File: src/rtl/time_scan_pkg.sv
`timescale 1ns/1ps
// Shared codes and digit-enable patterns for the time scan display path.
// Latency: n/a (constants only).
// Backpressure: n/a.
package time_scan_pkg;
  // Symbol codes understood by the downstream 14-segment decoder
  localparam logic [3:0] BCD_A     = 4'd10;
  localparam logic [3:0] BCD_P     = 4'd11;
  localparam logic [3:0] BCD_M     = 4'd12;
  localparam logic [3:0] BCD_BLANK = 4'd15;

  // Active-low digit enables, one digit lit at a time
  localparam logic [3:0] DIG0    = 4'b1110;
  localparam logic [3:0] DIG1    = 4'b1101;
  localparam logic [3:0] DIG2    = 4'b1011;
  localparam logic [3:0] DIG3    = 4'b0111;
  localparam logic [3:0] DIG_OFF = 4'b1111;
endpackage

File: src/rtl/bcd_mod_counter.sv
`timescale 1ns/1ps
// Two-digit BCD counter modulo MOD (MOD <= 100), used for seconds and minutes.
// Latency: new count one cycle after i_inc; o_carry is combinational with i_inc at MOD-1.
// Backpressure: none; i_clr wins over i_inc and suppresses carry.
module bcd_mod_counter #(
  parameter int MOD = 60
) (
  input  logic       clk,
  input  logic       rst,
  input  logic       i_inc,
  input  logic       i_clr,
  output logic       o_carry,
  output logic [3:0] o_tens,
  output logic [3:0] o_ones
);
  logic [3:0] r_tens;
  logic [3:0] r_ones;
  logic       w_at_max;

  assign w_at_max = (r_tens == 4'((MOD - 1) / 10)) && (r_ones == 4'((MOD - 1) % 10));
  assign o_carry  = i_inc & ~i_clr & w_at_max;
  assign o_tens   = r_tens;
  assign o_ones   = r_ones;

  // Count in BCD, wrapping to 00 after MOD-1
  always_ff @(posedge clk or posedge rst) begin
    if (rst) begin
      r_tens <= 4'd0;
      r_ones <= 4'd0;
    end else if (i_clr) begin
      r_tens <= 4'd0;
      r_ones <= 4'd0;
    end else if (i_inc) begin
      if (w_at_max) begin
        r_tens <= 4'd0;
        r_ones <= 4'd0;
      end else if (r_ones == 4'd9) begin
        r_ones <= 4'd0;
        r_tens <= r_tens + 4'd1;
      end else begin
        r_ones <= r_ones + 4'd1;
      end
    end
  end
endmodule

File: src/rtl/time_scan_ctrl.sv
`timescale 1ns/1ps
// 12-hour clock (h:m:s + AM/PM) driving a 4-digit scan multiplexer.
// Latency: bcd/ssd_ctl registered one cycle after index/time change; time updates with sec_tick.
// Backpressure: none. Optional TIME_SCAN_BLINK_EN blanks digits in the second half-second of set mode.
module time_scan_ctrl
  import time_scan_pkg::*;
#(
  parameter int SEC_DIV  = 50_000_000,
  parameter int SCAN_DIV = 50_000
) (
  input  logic       clk,
  input  logic       rst,
  input  logic       i_set_en,
  input  logic       i_hr_inc,
  input  logic       i_min_inc,
  input  logic       i_show_ampm,
  output logic [3:0] o_bcd,
  output logic [3:0] o_ssd_ctl,
  output logic       o_pm,
  output logic       o_sec_tick
);
  localparam int SEC_W  = $clog2(SEC_DIV);
  localparam int SCAN_W = (SCAN_DIV > 1) ? $clog2(SCAN_DIV) : 1;

  logic [SEC_W-1:0]  r_presc;
  logic [SCAN_W-1:0] r_scan;
  logic [1:0]        r_idx;
  logic [3:0]        r_hour;
  logic              r_pm;
  logic              r_sec_tick;
  logic [3:0]        r_bcd;
  logic [3:0]        r_ssd;

  logic       w_tick;
  logic       w_sec_carry;
  logic       w_min_carry;
  logic       w_min_step;
  logic       w_hr_step;
  logic [3:0] w_sec_tens, w_sec_ones;
  logic [3:0] w_min_tens, w_min_ones;
  logic [3:0] w_hr_tens, w_hr_ones;
  logic [3:0] w_bcd_nxt;
  logic [3:0] w_ssd_nxt;
  logic       w_unused_sec;

  assign w_tick     = (r_presc == SEC_W'(SEC_DIV - 1));
  // Run mode chains carries; set mode takes the pulses and never carries min->hour
  assign w_min_step = i_set_en ? i_min_inc : w_sec_carry;
  assign w_hr_step  = i_set_en ? i_hr_inc  : w_min_carry;
  assign w_hr_tens  = (r_hour >= 4'd10) ? 4'd1 : 4'd0;
  assign w_hr_ones  = (r_hour >= 4'd10) ? (r_hour - 4'd10) : r_hour;
  // Seconds digits are not displayed; only their carry matters
  assign w_unused_sec = ^{w_sec_tens, w_sec_ones};

  bcd_mod_counter #(.MOD(60)) u_sec (
    .clk     (clk),
    .rst     (rst),
    .i_inc   (w_tick & ~i_set_en),
    .i_clr   (i_set_en),
    .o_carry (w_sec_carry),
    .o_tens  (w_sec_tens),
    .o_ones  (w_sec_ones)
  );

  bcd_mod_counter #(.MOD(60)) u_min (
    .clk     (clk),
    .rst     (rst),
    .i_inc   (w_min_step),
    .i_clr   (1'b0),
    .o_carry (w_min_carry),
    .o_tens  (w_min_tens),
    .o_ones  (w_min_ones)
  );

  // Free-running one-second prescaler and registered tick
  always_ff @(posedge clk or posedge rst) begin
    if (rst) begin
      r_presc    <= '0;
      r_sec_tick <= 1'b0;
    end else begin
      r_sec_tick <= w_tick;
      r_presc    <= w_tick ? '0 : r_presc + SEC_W'(1);
    end
  end

  // Hour 1..12; pm flips only on the 11->12 step
  always_ff @(posedge clk or posedge rst) begin
    if (rst) begin
      r_hour <= 4'd12;
      r_pm   <= 1'b0;
    end else if (w_hr_step) begin
      if (r_hour == 4'd12) begin
        r_hour <= 4'd1;
      end else begin
        r_hour <= r_hour + 4'd1;
        if (r_hour == 4'd11) r_pm <= ~r_pm;
      end
    end
  end

  // Scan slot timer and digit index 0->1->2->3->0
  always_ff @(posedge clk or posedge rst) begin
    if (rst) begin
      r_scan <= '0;
      r_idx  <= 2'd0;
    end else if (r_scan == SCAN_W'(SCAN_DIV - 1)) begin
      r_scan <= '0;
      r_idx  <= r_idx + 2'd1;
    end else begin
      r_scan <= r_scan + SCAN_W'(1);
    end
  end

  // Select code and digit enable for the current index
  always_comb begin
    w_bcd_nxt = BCD_BLANK;
    w_ssd_nxt = DIG_OFF;
    case (r_idx)
      2'd0: begin
        w_ssd_nxt = DIG0;
        w_bcd_nxt = i_show_ampm ? BCD_BLANK : w_min_ones;
      end
      2'd1: begin
        w_ssd_nxt = DIG1;
        w_bcd_nxt = i_show_ampm ? BCD_BLANK : w_min_tens;
      end
      2'd2: begin
        w_ssd_nxt = DIG2;
        w_bcd_nxt = i_show_ampm ? BCD_M : w_hr_ones;
      end
      default: begin
        w_ssd_nxt = DIG3;
        if (i_show_ampm)           w_bcd_nxt = r_pm ? BCD_P : BCD_A;
        else if (r_hour < 4'd10)   w_bcd_nxt = BCD_BLANK;
        else                       w_bcd_nxt = w_hr_tens;
      end
    endcase
`ifdef TIME_SCAN_BLINK_EN
    if (i_set_en && (r_presc >= SEC_W'(SEC_DIV / 2))) w_ssd_nxt = DIG_OFF;
`endif
  end

  // Register display outputs every cycle
  always_ff @(posedge clk or posedge rst) begin
    if (rst) begin
      r_bcd <= BCD_BLANK;
      r_ssd <= DIG_OFF;
    end else begin
      r_bcd <= w_bcd_nxt;
      r_ssd <= w_ssd_nxt;
    end
  end

  assign o_bcd      = r_bcd;
  assign o_ssd_ctl  = r_ssd;
  assign o_pm       = r_pm;
  assign o_sec_tick = r_sec_tick;
endmodule
File: config.mk
export PLATFORM = sky130hd
export DESIGN_NAME = time_scan_ctrl
export DESIGN_NICKNAME = d
export VERILOG_FILES = /design/src/rtl/time_scan_pkg.sv /design/src/rtl/bcd_mod_counter.sv /design/src/rtl/time_scan_ctrl.sv
export SDC_FILE = /design/constraint.sdc
export NUM_CORES = 1
export LEC_CHECK = 0
export ABC_AREA = 1
export CORE_ASPECT_RATIO = 0.8
export CORE_MARGIN = 1.5
export CORE_UTILIZATION = 40
export DETAILED_ROUTE_END_ITERATION = 12
export GPL_TIMING_DRIVEN = 1
export HOLD_SLACK_MARGIN = 0.08
export PLACE_DENSITY = 0.59
export SLEW_MARGIN = 0
export SYNTH_ARGS = -nofsm -noshare
export SYNTH_HDL_FRONTEND = slang
export SYNTH_SLANG_ARGS = --single-unit
File: constraint.sdc
create_clock -name clk -period 7.4 [get_ports clk]
set_clock_uncertainty 0.05 [all_clocks]
set_input_delay 1.48 -clock clk [delete_from_list [all_inputs] [get_ports clk]]
set_output_delay 1.48 -clock clk [all_outputs]
set_load 0.02 [all_outputs]
==> impl_metrics.yaml <==
layout:
  final_cell_mix: "93 x nand2_1, 70 x inv_1, 64 x dfrtp_1"
  n_fill_cell: 990
  final_common_cell: "nand2_1"
  area_growth_pct: 14.5
  n_antenna_cell: 0
  stdcell_area_um2: 4920
  fin_nets: 570
  drive_above_1_share_pct: 11.2
synth:
  postSynthNetCount: 546
  synth_cells: 518
  synth-seq-cells: 74
  synth_mux_area_share_pct: 0
  ys_seq_area_share_pct: 43.4
  synth_top_area_cell: "dfrtp_1"
  synth-simple-area-share_pct: 30.3
  synth_fa_ha_area_share_pct: 6.41
  async_flop_share_pct: 100
  yosysWarnings: 0
  synth_top_family_by_area: "simple AND/OR/NAND/NOR gates"
  avgSynthCellArea_um2: 8.29
  synthDistinctLibCells: 37
  synth_compound_area_share_pct: 7.37
  synth_area_leaders: "dfrtp_1 37%, nand2_1 8.1%, ha_1 6.4%"
  synth_enable_flop_cells: 0
  syn_area_um2: 4290
  synth-xor-area-share_pct: 5.71
  synth-main-ff-cell: "dfrtp_1"
  yosysTopAreaCellShare_pct: 37.3
status:
  outcome: "finished clean"
timing:
  drv_slew: 0
  period_needed_ps: 2980
  hold_ws_ps: 408
  period_share_pct: 40.2
  hold_violations: 0
  fmax_ghz: 0.336
  finalSetupTns_ps: 0
  setup_viol: 0
  worst_pin_slew_ps: 924
  slew_headroom_pct: 38.4
  rsz0062_at_grt: "false"
  setup_slack_ps: 4420
drt:
  drt_iter0_markers: 278
  final_antenna_net_count: 0
  wl_mm: 8.93
  num_vias: 3473
  wire_per_inst_um: 13.0
  drt-vias-per-instance: 5.06
  drcViolationCount: 0
  first_pass_iters: 5
flow_run:
  maxCapViolCount: 0
die:
  dieArea_um2: 11400
  row_count: 33
  core_um2: 10400
  die_h_um: 95.7
  start_util_pct: 41.4
  die_w_um: 119
  ios: 16
global_route:
  grt_pass1_vias: 3299
  grt-ovfl-total: 0
  antenna_found_initial: 0
  grtUsageTotal_pct: 17.6
  grt_max_degree: 75
  grt_pass1_wl_mm: 15.6
critical_path:
  path_delay_family: "buffers and inverters"
  slowest_delay_ps: 600
  crit_start: "o_ssd_ctl[2]"
  crit_required_ps: 5870
  critPathLaunchType: "flop"
  r2r-end: "r_scan[10]"
  rr_startpoint: "r_scan[0]"
  cp_slowest_cell: "clkdlybuf4s50_1"
  endpoint: "o_ssd_ctl[2]"
  r2r_cells: 10
  crit_chain: "clkdlybuf4s50_1"
  critPathKind: "reg -> out"
  cp_max_fo: 1
  critPathCaptureType: "output port"
  ff2ff_setup_slack_ps: 5540
  cp.arrival_ps: 1450
  crit_buf_inv: 1
  cp.depth: 1
placement:
  port_buffers: 15
  hpwl_mm: 6.44
  dpl_worst_slack_ps: 4200
  dpl_cell_area_um2: 4610
  gp_congestion: 0.932
hold_path:
  hold_class: "reg -> reg"
  hold_depth: 1
pwr:
  power.density_nw_per_um2: 222
  finalPower_w: 0.00109
  p_comb_share_pct: 14.8
  seqPwrFrac_pct: 44.6
  sw_frac_of_total_pct: 27.6
  p_sw_w: 0.000302
  ir_worst_vdd_mv: 0.148
  p_int_w: 0.000791
  p_leak_nw: 2.26
  clockPowerShare_pct: 40.7
cts:
  cts_tree: "yes"
  cts_hold_buf: 0
  cts.sinks: 74
  cts_made_buffers: 9
  cts_setup_buffers: 0
  clkLatencyLatePin_ps: 340
  htreeDepth: 3
  clock_path_buffers: 2
  cts_root_buf: "clkbuf_16"
  clk_pin_slew_ps: 60
  post_cts_resized: 0
[kinds of logic after synthesis]
family | count (synthesis)
flops | 74
compound gates | 55
xor+xnor | 28
simple gates | 263
buf+inv | 76
fa+ha+maj | 22
[stage by stage]
stage / instances / utilization, %
floorplan: 518 / -
global placement: 671 / 44.5
detailed placement: 671 / 44.5
CTS: 687 / 47.4
global route: 687 / 47.4
finish: 687 / 47.4
[power groups by stage]
stage	Combinational (W)	Sequential [W]	Clock, W
after floorplan	0.000110	0.000492	0
after global placement	0.000156	0.000493	0
after detailed placement	0.000162	0.000493	0
after CTS	0.000163	0.000487	0.000460
after global routing	0.000186	0.000494	0.000476
final	0.000161	0.000487	0.000445
[area by class of cell]
class                           count  area, µm²  share of cell area, %
Multi-Input combinational cell    368       2140                   43.5
Sequential cell                    74       1860                   37.9
Timing Repair Buffer               16        158                   3.21
Clock inverter                      5       52.6                   1.07
Clock buffer                       11        253                   5.14
Tap cell                          140        175                   3.56
Inverter                           73        274                   5.57
[layer usage]
layer | share of wire [%] | global-route usage [%] | vias to the layer above
li1 | - | - | 1736
met1 | 49 | 22.8 | 1644
met2 | 44 | 28.1 | 76
met3 | 4.7 | 4.25 | 17
met4 | 2.2 | 8.63 | 0
met5 | 0 | 0 | -
[worst reg2reg max path, stage by stage (launching register included)]
cell	delay, ps
dfrtp_1	370
ha_1	190
nand3_1	130
inv_1	120
nand2_1	120
nor3_2	210
nand2_1	100
nor2_1	220
nand3_1	100
nand3_1	100
inv_1	40
[sequential cells by signal (all words and copies together), names as in the netlist, 2 cells and up]
signal / count
o_bcd: 4
o_ssd_ctl: 4
r_hour: 4
r_idx: 2
r_presc: 26
r_scan: 16
u_min.o_ones: 4
u_min.o_tens: 4
u_sec.o_ones: 4
u_sec.o_tens: 4
[worst min path at each step]
stage,from,endpoint,slack [ps]
finish,r_presc[0],r_presc[0],410
global route,r_scan[0],r_scan[0],440
CTS,r_presc[0],r_presc[0],410
detailed placement,r_presc[0],r_presc[0],400
global placement,r_scan[0],r_scan[0],400
floorplan,r_presc[0],r_presc[0],380
[synthesized netlist by cell type (4+ instances only)]
library cell / n
xnor2_1: 5
dfrtp_1: 64
o21ai_0: 29
nand4_1: 17
xor2_1: 23
nor2_2: 5
nand2_4: 4
dfstp_2: 10
ha_1: 22
o21a_1: 4
nand2_1: 93
nand3b_1: 4
nor4_1: 9
a21oi_1: 11
nor2_1: 59
nor3_1: 16
inv_1: 71
nand3_1: 37
nor2_4: 4
o21ai_2: 4
(Power assumes the default switching activity.)
